[src/rtl/alu_operand_stage.sv]
// Two-entry elastic operand buffer feeding the ALU 2:1 operand mux bank.
// Presents a registered (x, y, sel) head triple and counts completed output transfers.
module alu_operand_stage #(
  parameter int WIDTH = 8,
  parameter int CNT_W = 8
) (
  input  logic             clk,
  input  logic             rst_n,
  input  logic             in_valid,
  output logic             in_ready,
  input  logic [WIDTH-1:0] in_a,
  input  logic [WIDTH-1:0] in_b,
  input  logic             in_sel,
  output logic             out_valid,
  input  logic             out_ready,
  output logic [WIDTH-1:0] out_x,
  output logic [WIDTH-1:0] out_y,
  output logic             out_sel,
  output logic [CNT_W-1:0] xfer_cnt
);

  typedef enum logic [1:0] {
    EMPTY = 2'd0,
    ONE   = 2'd1,
    FULL  = 2'd2
  } state_t;

  state_t           state_reg, state_next;
  logic [WIDTH-1:0] head_x_reg, head_y_reg;
  logic [WIDTH-1:0] tail_x_reg, tail_y_reg;
  logic             head_sel_reg, tail_sel_reg;
  logic [CNT_W-1:0] cnt_reg;

  logic push, pop;
  logic head_from_in, head_from_tail, tail_from_in;

  assign push = in_valid & in_ready;
  assign pop  = out_valid & out_ready;

  // State register
  always_ff @(posedge clk or negedge rst_n) begin
    if (!rst_n) begin
      state_reg <= EMPTY;
    end else begin
      state_reg <= state_next;
    end
  end

  // Next-state decode; also selects which data register loads from where.
  always_comb begin
    state_next     = state_reg;
    head_from_in   = 1'b0;
    head_from_tail = 1'b0;
    tail_from_in   = 1'b0;
    case (state_reg)
      EMPTY: begin
        if (push) begin
          head_from_in = 1'b1;
          state_next   = ONE;
        end
      end
      ONE: begin
        if (push && pop) begin
          head_from_in = 1'b1;
        end else if (push) begin
          tail_from_in = 1'b1;
          state_next   = FULL;
        end else if (pop) begin
          state_next = EMPTY;
        end
      end
      FULL: begin
        if (pop) begin
          head_from_tail = 1'b1;
          state_next     = ONE;
        end
      end
      default: state_next = EMPTY;
    endcase
  end

  // Data registers only load on a handshake, so idle input values never reach state.
  always_ff @(posedge clk or negedge rst_n) begin
    if (!rst_n) begin
      head_x_reg   <= '0;
      head_y_reg   <= '0;
      head_sel_reg <= 1'b0;
      tail_x_reg   <= '0;
      tail_y_reg   <= '0;
      tail_sel_reg <= 1'b0;
    end else begin
      if (head_from_in) begin
        head_x_reg   <= in_a;
        head_y_reg   <= in_b;
        head_sel_reg <= in_sel;
      end else if (head_from_tail) begin
        head_x_reg   <= tail_x_reg;
        head_y_reg   <= tail_y_reg;
        head_sel_reg <= tail_sel_reg;
      end
      if (tail_from_in) begin
        tail_x_reg   <= in_a;
        tail_y_reg   <= in_b;
        tail_sel_reg <= in_sel;
      end
    end
  end

  always_ff @(posedge clk or negedge rst_n) begin
    if (!rst_n) begin
      cnt_reg <= '0;
    end else if (pop) begin
      cnt_reg <= cnt_reg + 1'b1;
    end
  end

  // Output decode from registered state only; in_ready never sees out_ready.
  always_comb begin
    in_ready  = (state_reg != FULL);
    out_valid = (state_reg != EMPTY);
    out_sel   = head_sel_reg & out_valid;
  end

  // Per bit-slice gating so the mux bank sees zeros when nothing is valid.
  generate
    for (genvar gi = 0; gi < WIDTH; gi++) begin : g_slice
      assign out_x[gi] = head_x_reg[gi] & out_valid;
      assign out_y[gi] = head_y_reg[gi] & out_valid;
    end
  endgenerate

  assign xfer_cnt = cnt_reg;

endmodule

[config.mk]
export PLATFORM = sky130hd
export DESIGN_NAME = alu_operand_stage
export DESIGN_NICKNAME = d
export VERILOG_FILES = /design/src/rtl/alu_operand_stage.sv
export SDC_FILE = /design/constraint.sdc
export NUM_CORES = 1
export LEC_CHECK = 0
export ABC_CLOCK_PERIOD_IN_PS = 1900
export CORE_ASPECT_RATIO = 1.5
export CORE_UTILIZATION = 49
export DETAILED_ROUTE_END_ITERATION = 8
export PLACE_DENSITY = 0.82
export SLEW_MARGIN = 10
export SYNTH_ARGS = -nofsm -noshare
export SYNTH_HDL_FRONTEND = slang
export SYNTH_SLANG_ARGS = --single-unit
[constraint.sdc]
create_clock -name clk -period 1.9 [get_ports clk]
set_input_delay 0.285 -clock clk [delete_from_list [all_inputs] [get_ports clk]]
set_output_delay 0.285 -clock clk [all_outputs]
set_load 0.03 [all_outputs]
==> run summary <==
Via density - 5.77
library cells used by synthesis - 31
Synth Register Bits - 44
Pleak - 1.16 nW
Util after Layout - 0.683
FF-to-FF setup slack - 340 ps
Flop pwr share - 0.406
worst slew pin tran - 494 ps
CP max FO - 7
Seq/Total Area, Yosys - 0.543
Mapped Area - 2030 um2
Switching Share - 0.360
Overall Power - 3.75 mW
antenna viol nets, final - 0
Clock power frac - 0.179
Initial Util - 0.513
clk_skew - 9.67 ps
# IOs - 48
Max-slew headroom - 0.670
clk_lat worst skew - 290 ps
largest net degree at the start of global routing - 25
Clock Tree Buf Depth - 2
commonest cells after routing, fill and taps aside - 44 x dfrtp_1, 27 x clkdlybuf4s50_1, 19 x dlygate4sd2_1, 18 x mux2_2, 17 x or3_1
syn nets - 178
Die Height - 80.8 um
gr usage total - 0.238
Post-route DRC - 0
min cycle time layout - 1830 ps
nets@finish - 238
CP startpoint kind - flip-flop
Worst R2R Path Depth - 4
DR WL/cell - 17.8 um
cell count after synthesis - 156
Final period util - 0.961
CTS root buf - clkbuf_8
drt pass-1 iters - 4
pwr dens - 1390 nW/um2
reg2reg start - state_reg[1]
antenna violations before repair - 0
status - complete, no violations
CTS clk-pin slew, worst paths - 80 ps
Internal Power - 2.40 mW
maximum clock frequency - 0.548 GHz
CP endpoint kind - primary output
vias in the first global route - 1550
Die ar. - 4410 um2
Post-Syn Area per Cell - 13.0 um2
CORE AREA - 3960 um2
TritonCTS clock tree - built
CP Class - flip-flop to primary output
Psw - 1.35 mW
# rows - 28
drt initial violations - 43
final setup vio count - 0
Final Hold Fails - 0
final WL - 4620 um
clock sinks - 44
gpl congestion - 0.794
Antenna Cells - 0
area delta synth->final - 33.2%
Die W - 54.5 um
RR Endpoint - head_y_reg[1]
max cap viols - 0
HP Class - input pin to async pin
Slew Viols, Final - 0
layout cells sized above 1 - 0.237
most common cell after layout, fill and taps aside - dfrtp_1
IO buf count - 47
H-tree Lvls - 2
worst path arrival time - 1540 ps
first-pass GRT wire length - 7330 um
CTS Buf Count - 5
warning count from the yosys run - 0
via count - 1499
Comb power frac - 0.415
Hold WS - 480 ps
Post-DP HPWL - 3270 um
total gr overflow - 0
Worst EP required - 1620 ps
worst vdd ir - 0.928 mV
## worst max path at each step
stage | from | to | slack [ps] | cells past startpoint
3_3_place_gp | state_reg[1] | out_y[6] | 130 | 4
2_1_floorplan | state_reg[1] | out_x[6] | 220 | 4
6_report | state_reg[1] | out_x[6] | 70 | 4
5_1_grt | state_reg[1] | out_x[6] | -5 | 4
3_5_place_dp | in_valid | head_y_reg[4] | 90 | 4
4_1_cts | state_reg[1] | out_x[6] | 30 | 4
## cells by family after synthesis
kind of cell / share of synthesized area
AND/OR/NAND/NOR: 0.157
AO/OA/AOI/OAI: 0.123
flip-flops: 0.543
multiplexers: 0.105
XOR/XNOR: 0.0302
adder cells (fa/ha/maj): 0.00616
buffers and inverters: 0.0364
## cells in the mapped netlist
cell type | instances | area share
dfrtp_1 | 44 | 0.54
mux2_2 | 18 | 0.10
or3_1 | 17 | 0.052
nor2b_1 | 15 | 0.046
o221a_1 | 10 | 0.055
o221a_2 | 7 | 0.039
xnor2_1 | 5 | 0.022
and2b_1 | 4 | 0.015
nand2_1 | 4 | 0.0074
buf_6 | 3 | 0.017
clkbuf_1 | 3 | 0.0055
buf_2 | 2 | 0.0049
buf_4 | 2 | 0.0074
nand2b_1 | 2 | 0.0062
nor2_1 | 2 | 0.0037
o22ai_1 | 2 | 0.0062
xor2_1 | 2 | 0.0086
a21oi_1 | 1 | 0.0025
and3_1 | 1 | 0.0031
ha_1 | 1 | 0.0062
inv_1 | 1 | 0.0018
mux2i_1 | 1 | 0.0049
nand2b_4 | 1 | 0.0068
nand3b_2 | 1 | 0.0055
nand4_1 | 1 | 0.0031
nor2_4 | 1 | 0.0055
nor3_1 | 1 | 0.0025
o2111a_1 | 1 | 0.0055
o211ai_1 | 1 | 0.0037
o21ai_0 | 1 | 0.0025
o21ai_4 | 1 | 0.0080
## timing repair
item / CTS / global route
endpoints found under the hold margin: 20 / 0
endpoints found under the setup margin: 19 / 3
resized for setup: 19 / 0
setup buffers: 0 / 3
hold buffers: 1 / 0
## power groups by stage
stage / Sequential (mW) / Combinational, mW / Clock, mW
3_3_place_gp: 1.51 / 1.57 / 0
4_1_cts: 1.52 / 1.53 / 0.682
2_1_floorplan: 1.58 / 0.904 / 0
3_5_place_dp: 1.53 / 1.62 / 0
6_report: 1.52 / 1.56 / 0.670
5_1_grt: 1.56 / 1.66 / 0.721
## cell type report
cell class / count / area (um2)
multi-input cells: 101 / 855
inverters: 1 / 3.75
well taps: 45 / 56.3
flip-flops and latches: 44 / 1100
clock inverters: 1 / 30.0
clock buffers: 5 / 68.8
fillers: 304 / 1250
repair buffers: 63 / 589
## critical path, stage by stage, from the launching register on
cell	delay [ps]
dfrtp_1	380
nor2_1	150
buf_4	190
and2b_1	190
dlygate4sd2_1	350
## layer usage
metal,part of all wire,up-vias,GRT usage
met2,0.54,36,0.412
li1,-,683,-
met3,0.041,8,0.0543
met1,0.40,772,0.270
met4,0.018,0,0.100
met5,0,-,0
## through the flow
| stage | instance area [um2] | std cells | worst slack (ps) | TNS [ps] |
|---|---|---|---|---|
| global route | 2700 | 260 | -4.89 | -6.46 |
| floorplan | 2030 | 156 | 217 | 0 |
| global placement | 2580 | 250 | 134 | 0 |
| detailed placement | 2580 | 250 | 92.5 | 0 |
| finish | 2700 | 260 | 73.7 | 0 |
| CTS | 2670 | 257 | 31.1 | 0 |
No activity file was read; power rests on OpenSTA's default activity.
